File: src/rtl/imem_loader.sv
// Serial instruction-memory loader. Accepts a byte stream over valid/ready,
// packs three bytes per 20-bit instruction word, and writes the words to
// consecutive addresses from 0. A trailing byte holds the XOR of every data
// byte. While a session runs, the CPU is held off.
module imem_loader #(
  parameter int unsigned ADDR_W = 8,
  parameter int unsigned INSN_W = 20
) (
  input  logic              clk,
  input  logic              rst,
  input  logic              start,
  input  logic [ADDR_W-1:0] len,
  input  logic [7:0]        rx_data,
  input  logic              rx_valid,
  output logic              rx_ready,
  output logic              imem_we,
  output logic [ADDR_W-1:0] imem_addr,
  output logic [INSN_W-1:0] imem_wdata,
  output logic              cpu_hold,
  output logic              busy,
  output logic              done,
  output logic              cksum_err
);

  // Encodings are kept at their legacy values.
  typedef enum logic [2:0] {
    S_IDLE  = 3'd0,
    S_B0    = 3'd1,
    S_B1    = 3'd2,
    S_B2    = 3'd3,
    S_WRITE = 3'd4,
    S_CKSUM = 3'd5,
    S_FIN   = 3'd6
  } state_t;

  state_t              state_q, state_d;
  logic [ADDR_W-1:0]   len_q,   len_d;
  logic [ADDR_W-1:0]   cnt_q,   cnt_d;
  logic [ADDR_W-1:0]   addr_q,  addr_d;
  logic [INSN_W-1:0]   wdata_q, wdata_d;
  logic [7:0]          ck_q,    ck_d;
  logic                err_q,   err_d;
  logic                xfer;

  // Ready is decoded from state only, so there is no path from rx_valid.
  always_comb begin
    rx_ready = (state_q == S_B0) || (state_q == S_B1) ||
               (state_q == S_B2) || (state_q == S_CKSUM);
    xfer     = rx_valid && rx_ready;
  end

  // Next-state and datapath updates for the load sequence.
  always_comb begin
    state_d = state_q;
    len_d   = len_q;
    cnt_d   = cnt_q;
    addr_d  = addr_q;
    wdata_d = wdata_q;
    ck_d    = ck_q;
    err_d   = err_q;

    unique case (state_q)
      S_IDLE: begin
        if (start) begin
          len_d   = len;
          cnt_d   = '0;
          addr_d  = '0;
          ck_d    = '0;
          err_d   = 1'b0;
          state_d = (len != '0) ? S_B0 : S_CKSUM;
        end
      end

      S_B0: begin
        if (xfer) begin
          wdata_d[7:0] = rx_data;
          ck_d         = ck_q ^ rx_data;
          state_d      = S_B1;
        end
      end

      S_B1: begin
        if (xfer) begin
          wdata_d[15:8] = rx_data;
          ck_d          = ck_q ^ rx_data;
          state_d       = S_B2;
        end
      end

      // Only the low nibble is instruction data. The whole byte still
      // enters the checksum.
      S_B2: begin
        if (xfer) begin
          wdata_d[19:16] = rx_data[3:0];
          ck_d           = ck_q ^ rx_data;
          state_d        = S_WRITE;
        end
      end

      // Address and counter advance as the write cycle ends. len never
      // exceeds 2^ADDR_W-1, so cnt_q+1 cannot overflow before it matches.
      S_WRITE: begin
        cnt_d   = cnt_q + ADDR_W'(1);
        addr_d  = addr_q + ADDR_W'(1);
        state_d = (cnt_d == len_q) ? S_CKSUM : S_B0;
      end

      S_CKSUM: begin
        if (xfer) begin
          if (rx_data != ck_q) begin
            err_d = 1'b1;
          end
          state_d = S_FIN;
        end
      end

      S_FIN: begin
        state_d = S_IDLE;
      end

      default: begin
        state_d = S_IDLE;
      end
    endcase
  end

  // State and datapath registers. Reset aborts any session at once.
  always_ff @(posedge clk or posedge rst) begin
    if (rst) begin
      state_q <= S_IDLE;
      len_q   <= '0;
      cnt_q   <= '0;
      addr_q  <= '0;
      wdata_q <= '0;
      ck_q    <= '0;
      err_q   <= 1'b0;
    end else begin
      state_q <= state_d;
      len_q   <= len_d;
      cnt_q   <= cnt_d;
      addr_q  <= addr_d;
      wdata_q <= wdata_d;
      ck_q    <= ck_d;
      err_q   <= err_d;
    end
  end

  // Status and memory-side outputs come from registers or a state decode.
  always_comb begin
    imem_we    = (state_q == S_WRITE);
    imem_addr  = addr_q;
    imem_wdata = wdata_q;
    busy       = (state_q != S_IDLE);
    cpu_hold   = busy;
    done       = (state_q == S_FIN);
    cksum_err  = err_q;
  end

endmodule
File: config.mk
export PLATFORM = sky130hd
export DESIGN_NAME = imem_loader
export DESIGN_NICKNAME = d
export VERILOG_FILES = /design/src/rtl/imem_loader.sv
export SDC_FILE = /design/constraint.sdc
export NUM_CORES = 1
export LEC_CHECK = 0
export CAP_MARGIN = 20
export CORE_ASPECT_RATIO = 0.75
export CORE_MARGIN = 2
export CORE_UTILIZATION = 56
export DETAILED_ROUTE_END_ITERATION = 8
export GPL_TIMING_DRIVEN = 0
export PLACE_DENSITY = 0.85
export SKIP_LAST_GASP = 1
export SYNTH_ARGS = -nofsm -noshare
export SYNTH_HDL_FRONTEND = slang
export SYNTH_SLANG_ARGS = --single-unit
File: constraint.sdc
create_clock -name clk -period 2.9 [get_ports clk]
set_clock_uncertainty 0.2 [all_clocks]
set_input_delay 0.435 -clock clk [delete_from_list [all_inputs] [get_ports clk]]
set_output_delay 0.435 -clock clk [all_outputs]
set_load 0.01 [all_outputs]
# After elaboration in Yosys (flattened, before gate mapping)
# Index checks and enable logic that the tools add are counted.
# W data, S select, Z words.
[word_totals]
regBits = 56
input_bits = 20
out_inout_bits = 34
wordCells = 63
[op_classes]
addsub = 2
eq_ne = 15
n_mux = 17
bitwise_logic = 1
reduce_logical = 19
[op_table]
columns = ["op", "n"]
rows = [
  ["$pmux W8 S2", 3],
  ["$mux W3", 7],
  ["$pmux W3 S6", 1],
  ["$add A8 B1 Y8 const B", 2],
  ["$mux W8", 2],
  ["$ne A2 B2 Y1 const B", 5],
  ["$reduce_and A2 Y1", 5],
  ["$eq A3 B3 Y1 const B", 3],
  ["$eq A8 B8 Y1", 1],
  ["$ne A8 B8 Y1", 1],
  ["$reduce_bool A8 Y1", 1],
  ["$xor A8 B8 Y8", 1],
  ["$eq A3 B2 Y1 const B", 2],
  ["$reduce_bool A2 Y1", 3],
  ["$reduce_and A5 Y1", 1],
  ["$ne A2 B1 Y1 const B", 2],
  ["$reduce_and A4 Y1", 1],
  ["$eq A3 B1 Y1 const B", 1],
  ["$logic_not A3 Y1", 1],
  ["$logic_or A1 B1 Y1", 3],
  ["$mux W1", 3],
  ["$reduce_and A3 Y1", 1],
  ["$reduce_bool A3 Y1", 1],
  ["$reduce_or A3 Y1", 1],
  ["2 further kinds", 2],
]

# Depth between registers and ports, before layout
# Gate-level depths: netlist of run 1.
[depth]
ltp_word = 7
ltp_mapped = 8
ltp_nobuf = 6

# Worst setup path before layout of run 1
# No wires, ideal clock.
[synth_timing]
kind = "flip-flop to flip-flop"
start = "register state_q[0]"
end = "register ck_q[0]"
setup_time_ps = 128
arrival_ps = 1527
required_time_ps = 2572
slack_ps = 1045
path_stages_with_launch = 8
path_buffers = 3
period_less_slack_ps = 1855
cell_sequence = "dfrtp_1 -> buf_6 -> or4b_1 -> buf_2 -> and2_4 -> buf_6 -> o21ai_1 -> o21ai_1"
[synth_between]
elab_chain_cells = 7
elab_cells_between_ends = 15
classes_between = "6 x eq/ne; 1 x mux; 8 x reduce/logical"
[synth_lines]
columns = ["item", "line", "text"]
rows = [
  ["start, declared", "36", "state_t state_q, state_d;"],
  ["start signal, assigned", "138", "state_q <= state_d;"],
  ["$eq A3 B1 Y1 / $eq A3 B2 Y1 (equally long branches)", "47, 62", ""],
  ["$logic_or A1 B1 Y1 (2 in series)", "47", "rx_ready = (state_q == S_B0) || (state_q == S_B1) ||"],
  ["$logic_or A1 B1 Y1", "48", "(state_q == S_B2) || (state_q == S_CKSUM);"],
  ["$logic_and A1 B1 Y1", "49", "xfer = rx_valid && rx_ready;"],
  ["$ne A2 B1 Y1 (no source line)", "-", ""],
  ["$reduce_and A3 Y1 (no source line)", "-", ""],
  ["end signal, assigned", "143", "ck_q <= ck_d;"],
  ["end, declared", "41", "logic [7:0] ck_q, ck_d;"],
]
# Parallel ways exist; a longest one is shown, timed or not.
# A chain may end at the register's enable or synchronous reset.

# Worst setup path in the final report of run 1
[layout_timing]
start = "register state_q[0]"
end = "output imem_we"
[layout_between]
elab_chain_cells = 1
[layout_lines]
columns = ["item", "line", "text"]
rows = [
  ["$eq A3 B3 Y1", "150", "imem_we = (state_q == S_WRITE);"],
  ["end, declared", "16", "output logic imem_we,"],
]
# Every way passes these cells.

==> results.txt, run 1 <==
The flow ran to the end, and the final reports show no timing, DRC or antenna violations. For this design the ratio of total power to cell area is 960.1 nW/um^2. The filler cell count came out at 347. The post-route antenna net violation count is 0. The height of the die is 64.93 um. The sequential cell fraction of total power came out at 38.7%. Setup repair after global routing left no endpoint under its margin. The total negative slack for setup checks came out at 0 ns. The flip-flop and latch count after synthesis came out at 56. The sequential share of the synthesized area is 50.56%. The number of buffers inserted to repair setup after CTS came out at 0. Walking the worst path, the cells encountered are buf_6 -> or3b_1 -> buf_2 -> inv_2 -> buf_4 -> clkdlybuf4s50_1. Compared with the post-synthesis result, the final layout area differs by 26.46%.

The floorplan step defined a core boundary enclosing 4817 um^2. The detailed placer's ending HPWL came out at 4412 um. The via count of the first global-routing pass came out at 2,230. The number of enable-type register cells in the synthesized netlist came out at 0. The gate family responsible for the most delay along the worst path is buffers and inverters. For this run, the top clock speed supported by timing is 363.8 MHz. The quantity of hold-fixing buffers added after cts is 0. The average vias per placed instance is 5.769.

The final number of hold-violating endpoints came to 0. The count of pins over their slew limit came to 0. The slowest stage of the critical path belongs to the cell sky130_fd_sc_hd__clkdlybuf4s50_1.

The number of iterations in the first detailed-routing pass is 5. In the final layout, the share of cells above drive strength 1 is 11.99%. The clock network is responsible for 15.1% of the overall power. The synthesized design spends more area on one cell type than any other, namely sky130_fd_sc_hd__dfrtp_1. The slack of the worst reg-to-reg path is 0.81 ns.

The number of top-level pins came out at 54. The tool flagged a number of max-cap violations equal to 0. The period utilization came out at 94.79%.

The die covers 5534 um^2. The cell area after technology mapping is 2771 um^2. The total vias in the final route is 2,319.

Yosys attributes the largest share of cell area to sky130_fd_sc_hd__dfrtp_1 (51%), sky130_fd_sc_hd__mux2_2 (8.5%), sky130_fd_sc_hd__nand2_1 (6.6%). The endpoint of the worst register-to-register path is imem_wdata[1]. The insertion delay of the later-clocked pin in the worst-skew pair is 0.31 ns. The antenna cell count is 0.

The net count of the finished layout is 363. The initial core utilization came out at 57.53%. The share of flip-flops with an asynchronous set or reset is 100.0%. The slew of the pin with the lowest slew margin is 0.7259 ns. The multi-input gate area in the final layout is 1280 um^2. The maximum fanout encountered on the critical timing path is 10. The floorplan row count came out at 22. Headroom to the max-slew limit came out at 51.39%. Global routing consumed, over all layers together, 23.57% of the routing resources. The leakage power is 1.590 nW. The number of antenna violations at the first check in global routing came out at 0. The worst setup slack after placement is 0.2788 ns. The final standard cell utilization of the core came out at 72.75%. The average cell area after synthesis is 9.898 um^2. The synthesized netlist contains 44 unique library cells. Internal power comes to 0.002164 W. The TritonCTS clock tree is yes.

The global placement routability congestion came out at 0.8284. The data required time at the worst endpoint came out at 2.27 ns. The kind of end point of the critical path is a primary output. Setup violations remaining at the end of the flow were counted as 0. The die is 85.23 um wide.

The number of port buffers came out at 53. The largest buffer count on any clock path is 2. The pin count of the biggest net entering global routing is 37. Counting both buffers and inverters, the worst setup path holds a total of 5.

The number of buffers created by CTS came out at 5. The beginning of the worst register-to-register path is state_q[2]. The critical path in this run is classified as flop to primary output.

The number of gates resized after CTS is 0. The number of cells in the design after placement is 394. When the netlist entered floorplanning its net count stood at 302. The routed wire length is 6016 um. The logic gate share of total power came out at 46.2%. The number of DRC markers after the initial detailed-route iteration is 117. The CTS H-tree depth is 2. The largest incremental delay on the critical path is 0.55 ns. The share of Yosys cell area claimed by the top area cell type came out at 50.56%. The first-pass GRT wire length came out at 10,250 um. The worst-case IR drop observed on VDD is 0.6482 mV. The completed layout was analyzed and its total power is 0.003365 W. The critical path data arrival time is 2.11 ns.

The number of DRC violations after detailed routing came out at 0. The Yosys warning count came out at 0. Dividing the detail-routed wire length by the instance count gives 14.97 um. The cell chosen for the clock root is sky130_fd_sc_hd__clkbuf_8.

In the synthesized netlist the dominant register cell turns out to be sky130_fd_sc_hd__dfrtp_1. The finished layout holds 402 standard cells, fillers aside. The net switching fraction of the power came out at 35.69%. The synthesized instance count is 280. Summing all flip-flop and latch instances after layout gives 1401 um^2.

The switching power came out at 0.001201 W. Once routing completed, OpenROAD measured the worst setup slack at 0.1510 ns. The clock drives 56 sinks. STA classifies the critical path startpoint as a flop. The remaining global-route overflow came out at 0.

The worst hold path belongs to the class input pin to async pin. Subtracting the final worst setup slack from the clock period gives 2.749 ns. Clock-pin slew was measured on the worst setup and hold paths at 0.10 ns. The cell depth of the worst flop-to-flop path is 3.
[placed cells by master, fill, tap and decap left out, drive strengths merged, types with 2 or more instances in the layout]
| master | count |
|---|---|
| and2 | 2 |
| buf | 8 |
| ha | 2 |
| or3 | 2 |
| nand3 | 9 |
| o221ai | 2 |
| clkdlybuf4s50 | 53 |
| o31ai | 2 |
| dfrtp | 56 |
| inv | 6 |
| nand2b | 11 |
| nand2 | 49 |
| mux2 | 21 |
| nor4 | 3 |
| and3 | 7 |
| clkbuf | 10 |
| a21oi | 3 |
| mux2i | 2 |
| nor2 | 16 |
| nor3 | 3 |
| nor2b | 2 |
| o21ai | 38 |
| xnor2 | 4 |
| xor2 | 13 |
[final cells by class]
class,instances,share of cell area [%]
Tap cell,60,2.142
Clock buffer,6,2.071
Multi-Input combinational cell,207,36.52
Timing Repair Buffer,54,15.71
Inverter,6,0.6426
Clock inverter,2,0.9996
Buffer,11,1.928
Sequential cell,56,39.99
[layer usage]
layer	wire length [um]	part of all wire (%)	GRT usage, %	vias up
met1	2838	47	33.50	1146
met4	77	1.3	9.127	0
li1	-	-	-	1091
met2	2795	46	36.33	72
met3	304	5.1	3.949	10
met5	0	0	0	-
[cell usage after synthesis (2+ instances only)]
cell                       instances
sky130_fd_sc_hd__dfrtp_1          56
sky130_fd_sc_hd__nand2_1          49
sky130_fd_sc_hd__mux2_2           21
sky130_fd_sc_hd__o21ai_0          21
sky130_fd_sc_hd__o21ai_1          17
sky130_fd_sc_hd__nor2_1           16
sky130_fd_sc_hd__xor2_1           13
sky130_fd_sc_hd__nand2b_1         11
sky130_fd_sc_hd__nand3_1           9
sky130_fd_sc_hd__and3_1            7
sky130_fd_sc_hd__inv_1             5
sky130_fd_sc_hd__clkbuf_1          4
sky130_fd_sc_hd__xnor2_1           4
sky130_fd_sc_hd__a21oi_1           3
sky130_fd_sc_hd__buf_2             3
sky130_fd_sc_hd__nor3_1            3
sky130_fd_sc_hd__nor4_1            3
sky130_fd_sc_hd__buf_4             2
sky130_fd_sc_hd__buf_6             2
sky130_fd_sc_hd__ha_1              2
sky130_fd_sc_hd__mux2i_1           2
sky130_fd_sc_hd__nor2b_1           2
sky130_fd_sc_hd__o221ai_1          2
sky130_fd_sc_hd__o31ai_1           2
sky130_fd_sc_hd__or3_1             2
[worst max path at each step]
| stage | endpoint | start | cells after the start |
|---|---|---|---|
| after CTS | imem_we | state_q[0] | 6 |
| after global placement | imem_addr[6] | rst | 2 |
| after floorplan | ck_q[0] | rst | 1 |
| after detailed placement | imem_wdata[1] | rx_valid | 4 |
| final | imem_we | state_q[0] | 6 |
| after global routing | cpu_hold | state_q[0] | 5 |
[stage by stage]
step	hold WS (ns)	instance area, um^2
after CTS	0.2457	3505
after detailed placement	0.2847	3397
after global routing	0.2717	3505
final	0.2334	3505
after floorplan	0.2652	2771
after global placement	0.2685	3377
[cell families (layout without fill, tap and decap cells)]
logic type	Yosys count	in the layout	synth area share, %
AND/OR/NAND/NOR	111	111	19.32
flip-flops	56	56	50.56
AO/OA/AOI/OAI	54	54	11.33
multiplexers	23	23	9.255
XOR/XNOR	17	17	5.372
buffers and inverters	17	79	3.250
adder cells (fa/ha/maj)	2	2	0.9028
[power groups by stage]
stage	clock, W	sequential [W]	combinational (W)
detailed placement	0	0.00132	0.00155
finish	0.000507	0.00130	0.00155
global route	0.000548	0.00135	0.00171
CTS	0.000510	0.00130	0.00156
global placement	0	0.00130	0.00150
floorplan	0	0.00135	0.000857
[flip-flops by register name (all words and copies together) (netlist names)]
| register | flops |
|---|---|
| imem_addr | 8 |
| cnt_q | 8 |
| imem_wdata | 20 |
| cksum_err | 1 |
| len_q | 8 |
| ck_q | 8 |
| state_q | 3 |
Note: power is estimated with default switching activity, not from simulation.
==> inputs of run 2 (changes only) <==
TNS_END_PERCENT = 100   (was default)
==> results of run 2 <==
The final DEF is identical to that of run 1; final timing and power are the same.
